===== src/rtl/tt_vpu_ovi_pkg.sv =====
// Shared types and constants for the VPU OVI store path.
//   store_state_e     : store controller FSM states
//   OVI_STORE_DATA_W  : width of one OVI store-data beat
//   OVI_HALF_W        : bit offset of the second entry inside a beat
//   DEFAULT_STORE_CREDITS : store-data credits granted by the CPU after reset
package tt_vpu_ovi_pkg;

    localparam int unsigned OVI_STORE_DATA_W      = 512;
    localparam int unsigned OVI_HALF_W            = 256;
    localparam int unsigned DEFAULT_STORE_CREDITS = 32;

    typedef enum logic [2:0] {
        StIdle,
        StCollect,
        StDrain,
        StSync,
        StWaitLq
    } store_state_e;

endpackage


===== src/rtl/tt_vpu_store_buf.sv =====
// Circular buffer of BUF_DEPTH entries, VLEN bits each, holding vs3 slices until
// they are shipped as OVI beats.
//   i_clk, i_reset   : clock, synchronous active-high reset
//   i_clear          : zero pointers and occupancy (start of a new store)
//   i_push/i_push_data : write one entry at the write pointer
//   i_pop1/i_pop2    : retire one or two entries from the head (mutually exclusive)
//   o_head0/o_head1  : oldest and second-oldest entries
//   o_count          : occupancy, 0..BUF_DEPTH
module tt_vpu_store_buf #(
    parameter int unsigned VLEN      = 256,
    parameter int unsigned BUF_DEPTH = 8
) (
    input  logic                           i_clk,
    input  logic                           i_reset,
    input  logic                           i_clear,
    input  logic                           i_push,
    input  logic [VLEN-1:0]                i_push_data,
    input  logic                           i_pop1,
    input  logic                           i_pop2,
    output logic [VLEN-1:0]                o_head0,
    output logic [VLEN-1:0]                o_head1,
    output logic [$clog2(BUF_DEPTH):0]     o_count
);

    localparam int unsigned PTR_W = $clog2(BUF_DEPTH);
    localparam int unsigned CNT_W = PTR_W + 1;

    logic [VLEN-1:0]  mem_q [BUF_DEPTH];
    logic [PTR_W-1:0] wptr_q;
    logic [PTR_W-1:0] rptr_q;
    logic [CNT_W-1:0] count_q;
    logic [1:0]       pop_n;

    always_comb begin
        pop_n = 2'd0;
        if (i_pop2) begin
            pop_n = 2'd2;
        end else if (i_pop1) begin
            pop_n = 2'd1;
        end
    end

    // Pointers wrap naturally because BUF_DEPTH is a power of two.
    always_ff @(posedge i_clk) begin
        if (i_reset || i_clear) begin
            wptr_q  <= '0;
            rptr_q  <= '0;
            count_q <= '0;
        end else begin
            if (i_push) begin
                wptr_q <= wptr_q + PTR_W'(1);
            end
            rptr_q  <= rptr_q + PTR_W'(pop_n);
            count_q <= count_q + CNT_W'(i_push) - CNT_W'(pop_n);
        end
    end

    // Storage needs no reset: occupancy alone decides what is valid.
    always_ff @(posedge i_clk) begin
        if (i_push) begin
            mem_q[wptr_q] <= i_push_data;
        end
    end

    assign o_head0 = mem_q[rptr_q];
    assign o_head1 = mem_q[rptr_q + PTR_W'(1)];
    assign o_count = count_q;

endmodule


===== src/rtl/tt_vpu_ovi_store_ctrl.sv =====
// OVI vector-store controller: buffers vs3 slices, packs them two per 512-bit
// OVI store beat under a credit budget, then runs the memop sync handshake and
// waits for the load queue to empty before signalling completion.
//   i_clk, i_reset          : clock, synchronous active-high reset
//   i_start                 : store begins (honoured only when idle)
//   i_data_vld/i_data/i_last: vs3 slice stream, o_data_rtr is its ready
//   o_store_valid/o_store_data : OVI store beat (one-cycle pulse per beat)
//   i_store_credit          : one store-data credit returned by the CPU
//   o_memop_sync_start      : pulse opening memop sync
//   i_memop_sync_end        : CPU closes memop sync
//   i_lq_empty              : pipeline load queue empty
//   o_commit                : store complete pulse
//   o_busy                  : controller not idle
module tt_vpu_ovi_store_ctrl
    import tt_vpu_ovi_pkg::*;
#(
    parameter int unsigned VLEN          = 256,
    parameter int unsigned BUF_DEPTH     = 8,
    parameter int unsigned STORE_CREDITS = DEFAULT_STORE_CREDITS
) (
    input  logic                        i_clk,
    input  logic                        i_reset,
    input  logic                        i_start,
    input  logic                        i_data_vld,
    input  logic [VLEN-1:0]             i_data,
    input  logic                        i_last,
    output logic                        o_data_rtr,
    output logic                        o_store_valid,
    output logic [OVI_STORE_DATA_W-1:0] o_store_data,
    input  logic                        i_store_credit,
    output logic                        o_memop_sync_start,
    input  logic                        i_memop_sync_end,
    input  logic                        i_lq_empty,
    output logic                        o_commit,
    output logic                        o_busy
);

    localparam int unsigned CNT_W  = $clog2(BUF_DEPTH) + 1;
    localparam int unsigned CRED_W = $clog2(STORE_CREDITS + 1);

    store_state_e              state_q, state_d;
    logic [CRED_W-1:0]         credits_q, credits_d;
    logic                      sync_latch_q, sync_latch_d;
    logic                      last_q, last_d;
    logic                      store_valid_q;
    logic [OVI_STORE_DATA_W-1:0] store_data_q;
    logic                      sync_start_q;
    logic                      commit_q;

    logic [VLEN-1:0]           head0, head1;
    logic [CNT_W-1:0]          count;
    logic                      full, rtr, accept, have_credit, active;
    logic                      pop1, pop2, beat, clear_buf;
    logic [OVI_STORE_DATA_W-1:0] beat_data;

    tt_vpu_store_buf #(
        .VLEN      (VLEN),
        .BUF_DEPTH (BUF_DEPTH)
    ) u_buf (
        .i_clk       (i_clk),
        .i_reset     (i_reset),
        .i_clear     (clear_buf),
        .i_push      (accept),
        .i_push_data (i_data),
        .i_pop1      (pop1),
        .i_pop2      (pop2),
        .o_head0     (head0),
        .o_head1     (head1),
        .o_count     (count)
    );

    // Ready depends only on registered state, so a pop never frees a slot
    // for a push in the same cycle.
    always_comb begin
        full        = (count == CNT_W'(BUF_DEPTH));
        rtr         = !full && (state_q inside {StIdle, StCollect, StDrain});
        accept      = i_data_vld && rtr && ((state_q != StIdle) || i_start);
        have_credit = (credits_q != '0);
        active      = (state_q == StCollect) || (state_q == StDrain);
        pop2        = active && have_credit && (count >= CNT_W'(2));
        // A lone entry is only shipped once no partner can still arrive.
        pop1        = (state_q == StDrain) && have_credit && (count == CNT_W'(1));
        beat        = pop1 || pop2;

        beat_data = '0;
        beat_data[VLEN-1:0] = head0;
        if (pop2) begin
            beat_data[OVI_HALF_W +: VLEN] = head1;
        end
    end

    always_comb begin
        credits_d = credits_q;
        unique case ({beat, i_store_credit})
            2'b10: credits_d = credits_q - CRED_W'(1);
            2'b01: begin
                if (credits_q != CRED_W'(STORE_CREDITS)) begin
                    credits_d = credits_q + CRED_W'(1);
                end
            end
            default: credits_d = credits_q;
        endcase
    end

    always_comb begin
        state_d   = state_q;
        clear_buf = 1'b0;
        unique case (state_q)
            StIdle: begin
                if (i_start) state_d = StCollect;
            end
            StCollect: begin
                // last_q covers a final slice taken on the start cycle.
                if ((accept && i_last) || last_q) state_d = StDrain;
            end
            StDrain: begin
                if ((count == '0) && !accept && !store_valid_q) state_d = StSync;
            end
            StSync: begin
                if (sync_latch_q || i_memop_sync_end) state_d = StWaitLq;
            end
            StWaitLq: begin
                if (i_lq_empty) begin
                    state_d   = StIdle;
                    clear_buf = 1'b1;
                end
            end
            default: state_d = StIdle;
        endcase
    end

    always_comb begin
        last_d = clear_buf ? 1'b0 : (last_q || (accept && i_last));

        // sync_end may come early; remember it until SYNC consumes it.
        sync_latch_d = sync_latch_q;
        if (i_memop_sync_end && (state_q inside {StCollect, StDrain, StSync})) begin
            sync_latch_d = 1'b1;
        end
        if ((state_q == StSync) && (state_d != StSync)) begin
            sync_latch_d = 1'b0;
        end
    end

    always_ff @(posedge i_clk) begin
        if (i_reset) begin
            state_q       <= StIdle;
            credits_q     <= CRED_W'(STORE_CREDITS);
            sync_latch_q  <= 1'b0;
            last_q        <= 1'b0;
            store_valid_q <= 1'b0;
            store_data_q  <= '0;
            sync_start_q  <= 1'b0;
            commit_q      <= 1'b0;
        end else begin
            state_q       <= state_d;
            credits_q     <= credits_d;
            sync_latch_q  <= sync_latch_d;
            last_q        <= last_d;
            store_valid_q <= beat;
            if (beat) begin
                store_data_q <= beat_data;
            end
            sync_start_q  <= (state_q == StIdle) && i_start;
            commit_q      <= (state_q == StWaitLq) && i_lq_empty;
        end
    end

    assign o_data_rtr         = rtr;
    assign o_store_valid      = store_valid_q;
    assign o_store_data       = store_data_q;
    assign o_memop_sync_start = sync_start_q;
    assign o_commit           = commit_q;
    assign o_busy             = (state_q != StIdle);

endmodule


===== config.mk =====
export PLATFORM = sky130hd
export DESIGN_NAME = tt_vpu_ovi_store_ctrl
export DESIGN_NICKNAME = d
export VERILOG_FILES = /design/src/rtl/tt_vpu_ovi_pkg.sv /design/src/rtl/tt_vpu_store_buf.sv /design/src/rtl/tt_vpu_ovi_store_ctrl.sv
export SDC_FILE = /design/constraint.sdc
export NUM_CORES = 2
export LEC_CHECK = 0
export BUFFER_PORTS_ARGS = -buffer_cell sky130_fd_sc_hd__buf_2
export CAP_MARGIN = 20
export CELL_PAD_IN_SITES_DETAIL_PLACEMENT = 1
export CELL_PAD_IN_SITES_GLOBAL_PLACEMENT = 1
export CORE_MARGIN = 3
export CORE_UTILIZATION = 40
export DETAILED_ROUTE_END_ITERATION = 10
export GPL_ROUTABILITY_DRIVEN = 0
export PLACE_DENSITY_LB_ADDON = 0.2
export SKIP_CTS_REPAIR_TIMING = 1
export SYNTH_ARGS = -nofsm -noshare
export SYNTH_HDL_FRONTEND = slang
export SYNTH_HIERARCHICAL = 1
export SYNTH_SLANG_ARGS = --single-unit

===== constraint.sdc =====
create_clock -name i_clk -period 37.8 [get_ports i_clk]
set_clock_uncertainty 0.1 [all_clocks]
set_input_delay 3.78 -clock i_clk [delete_from_list [all_inputs] [get_ports i_clk]]
set_output_delay 3.78 -clock i_clk [all_outputs]
set_load 0.1 [all_outputs]

==> impl_metrics.env <==
export IMPL_synth_top_area_share=0.5523
export IMPL_io_pins=781
export IMPL_layout_drive_gt1_share=0.4075
export IMPL_status="finished, final reports clean"
export IMPL_vias=61350
export IMPL_first_pass_iters=5
export IMPL_p_per_area_nw_per_um2=66.13
export IMPL_synth_top_area_cell="edfxtp_1"
export IMPL_rows=193
export IMPL_fp_dieH_um=533.6
export IMPL_setup_violations=0
export IMPL_layout_common_cells="2048 x edfxtp_1, 975 x mux4_2, 779 x buf_2"
export IMPL_finalHoldViolations=0
export IMPL_synthXorXnorAreaFrac=0.0007079
export IMPL_setup_tns_ns=0
export IMPL_worst_setup_path_start_kind="input pin"
export IMPL_synthDistinctLibCells=54
export IMPL_synth_flop_cell="edfxtp_1"
export IMPL_syn_to_final_growth_pct=14.88
export IMPL_synth_top_family_by_area="multiplexers"
export IMPL_seq_area_frac_synth=0.6486
export IMPL_clock_root_buffer="clkbuf_16"
export IMPL_final_common_cell="edfxtp_1"
export IMPL_cts_sinks=2584
export IMPL_dp_cells=10130
export IMPL_synthArstFlopShare=0
export IMPL_slew_headroom=0.2398
export IMPL_wire_per_inst_um=29.21
export IMPL_die_w_um=533.6
export IMPL_synthesis_area_um2=111400
export IMPL_antenna_found_initial=116
export IMPL_worst_pin_slew_ns=1.140
export IMPL_tritoncts="done"
export IMPL_finalCritPeriodShare=0.1974
export IMPL_synth_compound_area_frac=0.03120
export IMPL_htreeDepth=5
export IMPL_layoutNonFillerInstCount=10730
export IMPL_max_freq_mhz=134.0
export IMPL_cp_end_kind="flip-flop"
export IMPL_crit_arrival_ns=7.84
export IMPL_fin_nets=7005
export IMPL_syn_avg_cell_area_um2=18.55
export IMPL_rsz0062_at_grt="false"
export IMPL_port_buffers=780
export IMPL_rrSetupSlack_ns=32.27
export IMPL_synth_edf_count=2048
export IMPL_dp_hpwl_mm=188.2
export IMPL_path_class="in2reg"
export IMPL_synthAdderAreaFrac=0.001888
export IMPL_grt_pass1_vias=66110
export IMPL_drt_wl_total_mm=313.4
export IMPL_hp_class="reg2reg"
export IMPL_synth_seq_cells=2584
export IMPL_muxShareOfSynthArea=0.2606
export IMPL_clock_latency_ns=0.89
export IMPL_slew_violations=0
export IMPL_grt_pass1_wl_mm=458.0
export IMPL_leakagePower_nw=41.26
export IMPL_drt_first_iter_violations=4560
export IMPL_path_max_fanout=48
export IMPL_vdd_drop_max_mv=0.04795
export IMPL_drc=0
export IMPL_clkSlewWorstSetupHoldPaths_ns=0.06
export IMPL_grt_max_degree=129
export IMPL_finalPower_w=0.008460
export IMPL_drv_cap=0
export IMPL_cts_buffer_depth=4
export IMPL_start_util=0.4024
export IMPL_ant_nets=0
export IMPL_synthesis_nets=6282
export IMPL_routed_via_density=5.718
export IMPL_grt_overflow=0
export IMPL_syn_inst=6003
export IMPL_die_area_um2=284800
export IMPL_numCtsBuffers=295
export IMPL_yosysWarnings=6
export IMPL_fin_crit_ns=7.461
export IMPL_cp_required_ns=38.18
export IMPL_yosys_area_share_simple=0.02920
export IMPL_track_usage=0.2158
export IMPL_synth_area_leaders="edfxtp_1 55%, mux4_2 20%, dfxtp_1 9.6%, mux2_2 5.2%, nand2_1 1.8%"
export IMPL_fill_cells=26130
export IMPL_coreArea_um2=276700
kinds of logic after synthesis:
family / count (synthesis)
flip-flops: 2584
multiplexers: 1537
AND/OR/NAND/NOR: 838
AO/OA/AOI/OAI: 550
buffers and inverters: 470
adder cells (fa/ha/maj): 15
XOR/XNOR: 9
power breakdown:
part	total (W)	internal [W]	switching, W	leakage (nW)
clock	0.00288	0.00171	0.00116	4.83
combinational	0.00221	0.000694	0.00152	13.6
sequential	0.00337	0.00326	0.000113	22.9
worst max-delay path: stages:
cell	delay, ns
buf_2	0.10
o21a_1	0.18
and2_1	0.29
nand2b_1	0.27
nor2_4	0.84
buf_4	0.67
buf_4	0.71
buf_4	0.86
metrics by stage:
stage / setup WS, ns / instance area (um^2) / hold WS (ns) / util
after CTS: 30.29 / 127700 / 0.3523 / 0.4616
final: 30.34 / 127900 / 0.3503 / 0.4623
after detailed placement: 29.35 / 117900 / 0.3438 / 0.4262
after global placement: 29.36 / 117900 / 0.3399 / 0.4262
after global routing: 30.12 / 127800 / 0.3614 / 0.4619
after floorplan: 15.00 / 111400 / 0.3603 / -
final cells by class:
type / instances / area [um^2] / share of cell area
inverters: 10 / 37.54 / 0.0002934
clock inverters: 121 / 1215 / 0.009497
repair buffers: 886 / 4937 / 0.03860
well taps: 3705 / 4636 / 0.03624
clock buffers: 422 / 8579 / 0.06707
diodes: 52 / 130.1 / 0.001017
flip-flops and latches: 2584 / 72240 / 0.5647
multi-input cells: 2949 / 36150 / 0.2826
Yosys cell counts (all sizes together) (2+ instances only):
cell and count:
edfxtp 2048, mux4 1024, dfxtp 536, nand2 522, mux2 512, buf 352
nor2 275, a21oi 262, a22oi 256, clkbuf 108, nor3 13, ha 12
inv 10, o21ai 8, xor2 6, and2 5, nand2b 4, nand3 4
nor3b 4, a21o 3, fa 3, xnor2 3, a2111oi 2, a21boi 2
nor4b 2, o2111ai 2, o21a 2, o31a 2, or2 2, or3 2
or3b 2
sequential cells by signal, indices dropped and copies added, names as in the netlist:
register	cells
last_q	1
credits_q	6
u_buf/o_count	4
o_commit	1
u_buf/mem_q	2048
u_buf/wptr_q	3
sync_latch_q	1
state_q	3
o_store_valid	1
u_buf/rptr_q	3
o_memop_sync_start	1
o_store_data	512
final timing paths:
path,from,to,depth (start not counted)
hold / removal,o_store_data[113]$_SDFFE_PP0P_,o_store_data[113]$_SDFFE_PP0P_,2
setup / recovery,i_start,u_buf/mem_q[1][61]$_DFFE_PP_,8
hold reg to reg,o_store_data[113]$_SDFFE_PP0P_,o_store_data[113]$_SDFFE_PP0P_,2
setup reg to reg,u_buf/rptr_q[1]$_SDFF_PP0_,o_store_data[498]$_SDFFE_PP0P_,8
metal layers:
metal  track usage  share of wire
met1        0.2839           0.41
met2        0.3684           0.50
met3       0.03481          0.056
met4       0.06582          0.029
met5             0        0.00097
Power figures use the tool's default switching activity.
